==> src/rtl/fsk_demod.sv <==
// 2-FSK bit-window demodulator: counts line edges per window, decodes 16-bit frames.
// Optional ambiguous-window flag enabled with `define FSK_DEMOD_ERR_EN.
module fsk_demod #(
  parameter int unsigned SAMPLES_PER_BIT = 128,
  parameter int unsigned EDGE_THRESH     = 20
) (
  input  logic        clk,
  input  logic        rst,
  input  logic        fsk_in,
  input  logic        start,
  output logic [15:0] data_out,
  output logic        data_valid,
  output logic        err
);

  localparam int unsigned WIN_W   = (SAMPLES_PER_BIT > 1) ? $clog2(SAMPLES_PER_BIT) : 1;
  localparam int unsigned CNT_W   = 8;
  localparam int unsigned FRAME_W = 16;
  localparam int unsigned IDX_W   = 4;

  typedef enum logic {
    IDLE = 1'b0,
    RECV = 1'b1
  } state_t;

  state_t               r_state;
  state_t               w_state_nxt;
  logic                 r_sync1;
  logic                 r_sync2;
  logic                 r_sync2_d;
  logic [WIN_W-1:0]     r_win_cnt;
  logic [CNT_W-1:0]     r_edge_cnt;
  logic [IDX_W-1:0]     r_bit_idx;
  logic [FRAME_W-1:0]   r_shift;
  logic [FRAME_W-1:0]   r_data_out;
  logic                 r_data_valid;

  logic                 w_edge;
  logic [CNT_W-1:0]     w_edge_sum;
  logic                 w_bit;
  logic                 w_win_end;
  logic                 w_frame_done;
  logic [FRAME_W-1:0]   w_shift_nxt;

  assign w_edge       = r_sync2 ^ r_sync2_d;
  // Edge count including this cycle's edge, saturating at the counter ceiling
  assign w_edge_sum   = (r_edge_cnt == {CNT_W{1'b1}}) ? r_edge_cnt
                                                       : r_edge_cnt + CNT_W'(w_edge);
  assign w_bit        = (w_edge_sum >= CNT_W'(EDGE_THRESH));
  assign w_win_end    = (r_state == RECV) && !start &&
                        (r_win_cnt == WIN_W'(SAMPLES_PER_BIT - 1));
  assign w_frame_done = w_win_end && (r_bit_idx == '0);
  assign w_shift_nxt  = {r_shift[FRAME_W-2:0], w_bit};

  // Next-state logic; start from either state (re)arms reception
  always_comb begin
    w_state_nxt = r_state;
    case (r_state)
      IDLE:    if (start) w_state_nxt = RECV;
      RECV:    w_state_nxt = RECV;
      default: w_state_nxt = IDLE;
    endcase
  end

  always_ff @(posedge clk) begin
    if (!rst) begin
      r_state      <= IDLE;
      r_sync1      <= 1'b0;
      r_sync2      <= 1'b0;
      r_sync2_d    <= 1'b0;
      r_win_cnt    <= '0;
      r_edge_cnt   <= '0;
      r_bit_idx    <= '0;
      r_shift      <= '0;
      r_data_out   <= '0;
      r_data_valid <= 1'b0;
    end else begin
      r_state      <= w_state_nxt;
      r_sync1      <= fsk_in;
      r_sync2      <= r_sync1;
      r_sync2_d    <= r_sync2;
      r_data_valid <= 1'b0;
      if (start) begin
        r_win_cnt  <= '0;
        r_edge_cnt <= '0;
        r_bit_idx  <= IDX_W'(FRAME_W - 1);
        r_shift    <= '0;
      end else if (r_state == RECV) begin
        if (w_win_end) begin
          r_win_cnt  <= '0;
          r_edge_cnt <= '0;
          r_shift    <= w_shift_nxt;
          // Index wraps 0 -> 15 so the next frame follows with no gap
          r_bit_idx  <= r_bit_idx - IDX_W'(1);
          if (w_frame_done) begin
            r_data_out   <= w_shift_nxt;
            r_data_valid <= 1'b1;
          end
        end else begin
          r_win_cnt  <= r_win_cnt + WIN_W'(1);
          r_edge_cnt <= w_edge_sum;
        end
      end
    end
  end

  assign data_out   = r_data_out;
  assign data_valid = r_data_valid;

`ifdef FSK_DEMOD_ERR_EN
  logic r_err;

  // Flag windows whose edge count sits between the nominal space and mark tones
  always_ff @(posedge clk) begin
    if (!rst) begin
      r_err <= 1'b0;
    end else begin
      r_err <= w_win_end && (w_edge_sum >= CNT_W'(12)) && (w_edge_sum <= CNT_W'(27));
    end
  end

  assign err = r_err;
`else
  assign err = 1'b0;
`endif

endmodule

==> config.mk <==
export PLATFORM = sky130hd
export DESIGN_NAME = fsk_demod
export DESIGN_NICKNAME = d
export VERILOG_FILES = /design/src/rtl/fsk_demod.sv
export SDC_FILE = /design/constraint.sdc
export NUM_CORES = 1
export LEC_CHECK = 0
export ABC_AREA = 1
export CAP_MARGIN = 10
export CORE_MARGIN = 4
export CORE_UTILIZATION = 25
export CTS_BUF_LIST = sky130_fd_sc_hd__clkbuf_8 sky130_fd_sc_hd__clkbuf_16
export CTS_CLUSTER_SIZE = 40
export DETAILED_ROUTE_END_ITERATION = 12
export PLACE_DENSITY = 0.47
export SKIP_LAST_GASP = 1
export SLEW_MARGIN = 10
export SYNTH_ARGS = -nofsm -noshare
export SYNTH_HDL_FRONTEND = slang
export SYNTH_SLANG_ARGS = --single-unit
==> constraint.sdc <==
create_clock -name clk -period 2.4 [get_ports clk]
set_clock_uncertainty 0.15 [all_clocks]
set_input_delay 0.48 -clock clk [delete_from_list [all_inputs] [get_ports clk]]
set_output_delay 0.48 -clock clk [all_outputs]
set_load 0.02 [all_outputs]
# Word level (Yosys, flattened, before mapping)
# Cells that the tools add are included.
word_totals:
  register_bits: 55
  in_bits: 4
  word_cells: 42
classes:
  bitwise: 5
  add_sub_neg: 3
  n_reduce_logical: 12
  n_eq_ne: 2
  magnitude_cmp: 1
  muxes: 9
op_table:
  columns: ["op", "n"]
  rows:
  - ["$mux 8", 2]
  - ["$mux 4", 3]
  - ["$add 8x1->8", 1]
  - ["$eq 8x8->1 const B", 1]
  - ["$ge 8x5->1 const B", 1]
  - ["$add 7x1->7 const B", 1]
  - ["$eq 7x7->1 const B", 1]
  - ["$mux 7", 1]
  - ["$logic_not 4->1", 1]
  - ["$not 1->1", 4]
  - ["$reduce_and 2->1", 2]
  - ["$reduce_and 4->1", 1]
  - ["$reduce_bool 2->1", 2]
  - ["$reduce_or 4->1", 1]
  - ["$sub 4x1->4 const B", 1]
  - ["$logic_and 1x1->1", 3]
  - ["$mux 1", 2]
  - ["$pmux 1 s2", 1]
  - ["$reduce_or 2->1", 1]
  - ["$logic_not 1->1", 1]
  - ["$xor 1x1->1", 1]

# Longest topological paths before layout
logic_depth:
  word_depth: 6
  mapped_depth: 11

# Least setup slack after synthesis
# Ideal clock, no wire load.
synth_timing:
  path_kind: "register -> register"
  startpoint: "reg r_sync2"
  endpoint: "reg r_data_out[0] (netlist: data_out[0])"
  arrival_time_ns: 1.466
  period_less_slack_ns: 1.725
  stages_incl_launch_ff: 11
  setup_slack_ns: 0.675
  path_cell_list: "dfxtp_1 > xor2_1 > ha_1 > ha_1 > nand3_1 > nand2_1 > nand3_1 > a21oi_1 > nand3_1 > nand2_1 > inv_1"
synth_via:
  elab_chain_len: 4
synth_rtl:
  columns: ["item", "line_no", "text"]
  rows:
  - ["from (decl)", "29", "logic r_sync2;"]
  - ["from (signal assigned)", "80", "r_sync2 <= r_sync1;"]
  - ["$xor 1x1->1", "45", "assign w_edge = r_sync2 ^ r_sync2_d;"]
  - ["$add 8x1->8", "48", ": r_edge_cnt + CNT_W'(w_edge);"]
  - ["$mux 8", "47", "assign w_edge_sum = (r_edge_cnt == {CNT_W{1'b1}}) ? r_edge_cnt"]
  - ["$ge 8x5->1", "49", "assign w_bit = (w_edge_sum >= CNT_W'(EDGE_THRESH));"]
  - ["to (signal assigned)", "96", "r_data_out <= w_shift_nxt;"]
  - ["to (decl)", "35", "logic [FRAME_W-1:0] r_data_out;"]
# No other way between the ends.
# A chain may end at the register's enable or synchronous reset.

# Worst setup path in the final report
layout_timing:
  startpoint: "reg r_sync2"
  endpoint: "reg r_shift[0]"
layout_via:
  elab_chain_len: 4
layout_rtl:
  columns: ["item", "line_no", "text"]
  rows:
  - ["$xor 1x1->1", "45", null]
  - ["$add 8x1->8", "48", null]
  - ["$mux 8", "47", null]
  - ["$ge 8x5->1", "49", null]
  - ["to (signal assigned)", "92", "r_shift <= w_shift_nxt;"]
  - ["to (decl)", "34", "logic [FRAME_W-1:0] r_shift;"]
# No other way between the ends.

==> impl.org <==
** Status
- Status :: finished, final reports clean

** Timing
- Timing-limited maximum frequency :: 480 MHz
- Final hold analysis gives a worst-case slack of 0.276 ns.
- The final number of hold-violating endpoints is 0.
- Part of the cycle the worst path needs :: 86.9%
- Setup-violating endpoint count in the final report :: 0
- Final total negative setup slack :: 0 ns
- Max-slew violation count :: 0
- Setup repair after global routing missed its margin :: no
- Clock period minus worst slack :: 2.09 ns

** Pwr
- Combinational logic burns 4.1% of the power.
- Share of power burned in registers :: 60.7%
- Worst IR drop on VDD :: 0.296 mV
- For this design the total switching power over the nets is 0.367 mW.
- Internal Dissipation :: 1.16 mW
- Power per cell area :: 565 nW/um^2
- Net switching is 24.1% of the power.
- The completed layout was analyzed and its total power is 1.53 mW.
- Clock network fraction of design power :: 35.1%
- Summed over all cells, the static leakage comes to 1.01 nW.

** Logic synthesis
- Number of synthesis warnings :: 0
- After synthesis the cells add up to 2310 um^2.
- Combinational family with the most area after synthesis :: simple AND/OR/NAND/NOR gates
- Register bit count reported by yosys :: 55
- Most instantiated cells after synthesis :: sky130_fd_sc_hd__nand2_1, sky130_fd_sc_hd__dfxtp_1, sky130_fd_sc_hd__inv_1
- The largest total area in the synthesized netlist belongs to sky130_fd_sc_hd__dfxtp_1.
- Multiplexer cells account for 0% of the synthesized area.
- Summing the areas of all xor and xnor instances in the mapped netlist gives 1.52% of the synthesized area.
- Total nets after synthesis :: 296
- Area fraction in compound gates after synthesis :: 17.6%
- Dominant register cell in the synthesized netlist :: sky130_fd_sc_hd__dfxtp_1
- In the synthesized netlist the async set-or-reset flop fraction comes to 0%.
- Top cells by area, synth :: sky130_fd_sc_hd__dfxtp_1, sky130_fd_sc_hd__nand2_1, sky130_fd_sc_hd__a21oi_1, sky130_fd_sc_hd__inv_1, sky130_fd_sc_hd__o22ai_2
- Post-synth EDFFs :: 0
- The average instance in the mapped netlist occupies 8.04 um^2.
- Simple-gate share of the synthesized area :: 20.1%
- After synthesis, the largest area contributor takes up 47.7% of total cell area.
- After synthesis, flip-flops and latches occupy 47.7% of the total area.
- In the synthesized netlist, the number of instances is 287.
- Of the total synthesized cell area, the portion taken by full adders, half adders and majority gates is 2.71%.
- Cell with the most instances after synthesis :: sky130_fd_sc_hd__nand2_1
- The synthesized netlist contains 27 unique library cells.

** Critical path
- Worst Reg2Reg Path Length in Cells :: 10
- Crit path from :: r_sync2$_SDFF_PN0_
- Critical path launch point type :: register
- The startpoint identified for the worst register-to-register timing path is r_sync2$_SDFF_PN0_.
- WP data arrival :: 2.16 ns
- Endpoint of the worst-slack reg-to-reg timing path :: r_shift[0]$_SDFFE_PP0P_
- The worst setup path is of the register to register kind.
- STA classifies the critical path endpoint as a register.
- Across all register-to-register paths, the minimum setup slack is 0.31 ns.
- Following the worst setup path forward leads to its endpoint at r_shift[0]$_SDFFE_PP0P_.
- Maximum fanout encountered on the critical timing path :: 5
- Required time of the critical path :: 2.47 ns

** Route
- Total wire length after detailed routing :: 4630 um
- Post-route DRC violation count :: 0
- In the final routed layout, each cell accounts on average for 11.1 um.
- Once detail routing completed, the nets flagged for antenna violations numbered 0.
- The first detailed-routing pass took 6 iterations.
- Total via count in the routed design :: 1778
- The first routing iteration left 48 violations.
- Per-cell via count in the routed design :: 4.27

** Run
- Count of max-cap constraint violations :: 0

** Clock tree
- Clock-pin slew was measured on the worst setup and hold paths at 0.11 ns.
- The later pin in the worst-skew pair is clocked with a latency of 0.31 ns.
- Clock tree root driver cell :: sky130_fd_sc_hd__clkbuf_8
- In this run, CTS created clock tree buffers numbering 5.
- # Post-CTS Setup Buffers :: 0
- CTS tree :: yes
- Gates resized during post-CTS repair numbered 0.
- Counting along the longest clock path gives a buffer depth of 2.
- H-tree lvl count :: 2
- The number of hold buffers added after CTS was 0.
- Clock sink total :: 55

** Cells and area
- The number of antenna diodes in the final layout is 0.
- Post-synthesis to final-layout area growth :: 16.9%
- Layout fillers :: 966
- Cells with a size suffix above 1 make up 10.4% of the layout.
- In the final design database the tool counted 316 nets.

** Global routing
- After global routing the overflow that remains totals 0.
- Number of global-route vias before repair :: 1801
- For this run, the total global-route usage over all layers was measured as 9.18%.
- Global-route wire length before repair :: 8360 um
- Initial antenna violation count :: 0
- Entering global routing, the biggest net connects 21 pins.

** Placed design
- At the end of routability-driven placement, the weighted congestion stood at 0.755.
- Input and output buffers added on the ports amount to 20.
- Detailed placement finished with a half-perimeter wire length of 3360 um.

** Min path
- Number of stages on the worst hold path :: 2
- The tightest min-delay check is of the register to register type.

** Floorplanning
- After floorplanning, the core was divided into 34 placement rows.
- I/O pin total :: 22
- The floorplan step defined a die boundary enclosing 10800 um^2.
- Floorplan die height :: 104 um
- The core region is 8850 um^2.
- In this run the horizontal extent of the chip is 104 um.
- For this configuration, the core starts out at a cell density of 26.1%.
## worst min-delay path by stage
stage,start,slack [ns],end
after global placement,r_sync1$_SDFF_PN0_,0.26,r_sync2$_SDFF_PN0_
after detailed placement,r_sync1$_SDFF_PN0_,0.26,r_sync2$_SDFF_PN0_
after floorplan,r_sync1$_SDFF_PN0_,0.24,r_sync2$_SDFF_PN0_
after CTS,r_sync1$_SDFF_PN0_,0.28,r_sync2$_SDFF_PN0_
final,r_sync1$_SDFF_PN0_,0.28,r_sync2$_SDFF_PN0_
after global routing,r_sync1$_SDFF_PN0_,0.29,r_sync2$_SDFF_PN0_
## flip-flops by register name, indices dropped and copies added (netlist names)
| name | cells |
|---|---|
| r_sync1 | 1 |
| r_bit_idx | 4 |
| r_state | 1 |
| r_win_cnt | 7 |
| r_shift | 15 |
| r_edge_cnt | 8 |
| r_sync2 | 1 |
| r_sync2_d | 1 |
| data_out | 16 |
| data_valid | 1 |
## power by group through the flow
stage          combinational, mW  clock (mW)  sequential (mW)
3_5_place_dp              0.0642           0            0.947
6_report                  0.0628       0.536            0.926
2_1_floorplan             0.0468           0            0.946
4_1_cts                   0.0643       0.564            0.927
3_3_place_gp              0.0638           0            0.947
5_1_grt                   0.0735       0.594            0.928
## cell families (layout without fill, tap and decap cells)
group | after synthesis | after routing
DFF | 55 | 55
adders and majority gates | 5 | 5
other | 1 | 1
AOI/OAI and AO/OA | 65 | 65
xor gates and xnor gates | 4 | 4
buffers and inverters | 52 | 73
and+or+nand+nor | 105 | 105
## worst max-delay path, stage by stage, from the launching register on
cell and delay, ns:
sky130_fd_sc_hd__dfxtp_1 0.35, sky130_fd_sc_hd__xor2_1 0.18, sky130_fd_sc_hd__ha_1 0.26, sky130_fd_sc_hd__ha_1 0.29
sky130_fd_sc_hd__nand3_1 0.10, sky130_fd_sc_hd__nand2_1 0.08, sky130_fd_sc_hd__nand3_1 0.11, sky130_fd_sc_hd__a21oi_1 0.27
sky130_fd_sc_hd__nand2_1 0.10, sky130_fd_sc_hd__nand2_1 0.07, sky130_fd_sc_hd__nand2_1 0.04
## stage by stage
stage | cell area, um^2 | worst slack, ns | util (%) | cells
detailed placement | 2600 | 0.226 | 29.4 | 408
global placement | 2600 | 0.267 | 29.4 | 408
floorplan | 2310 | 0.675 | - | 287
finish | 2700 | 0.315 | 30.5 | 416
CTS | 2700 | 0.252 | 30.5 | 416
global route | 2700 | 0.0866 | 30.5 | 416
## placed cells by master (no fill, tap or decap), drive strengths merged
cell type,instances
dfxtp,55
o22ai,10
nor3,2
o21ai,21
o21a,1
buf,5
a21oi,30
clkbuf,5
nand2,63
clkinv,2
inv,41
conb,1
ha,5
xor2,2
clkdlybuf4s50,20
xnor2,2
nand4,2
nand3,16
a31oi,3
nor2,21
nand3b,1
## layer usage
layer	vias to the layer above	track usage (%)	share of wire (%)	routed length, um
met5	-	0	0	0
met4	0	1.99	0.41	19
met3	2	2.30	3.3	152
met2	22	15.4	45	2110
met1	796	11.9	51	2350
li1	958	-	-	-
## cell type report
cell class              instances  area, um^2  area share [%]
clock inverters                 3        28.8            1.07
clock buffers                   5        68.8            2.55
repair buffers                 25         238            8.81
multi-input cells             180         971            36.0
inverters                      40         155            5.75
well taps                     108         135            5.01
flip-flops and latches         55        1100            40.8
No activity file was read; power rests on OpenSTA's default activity.
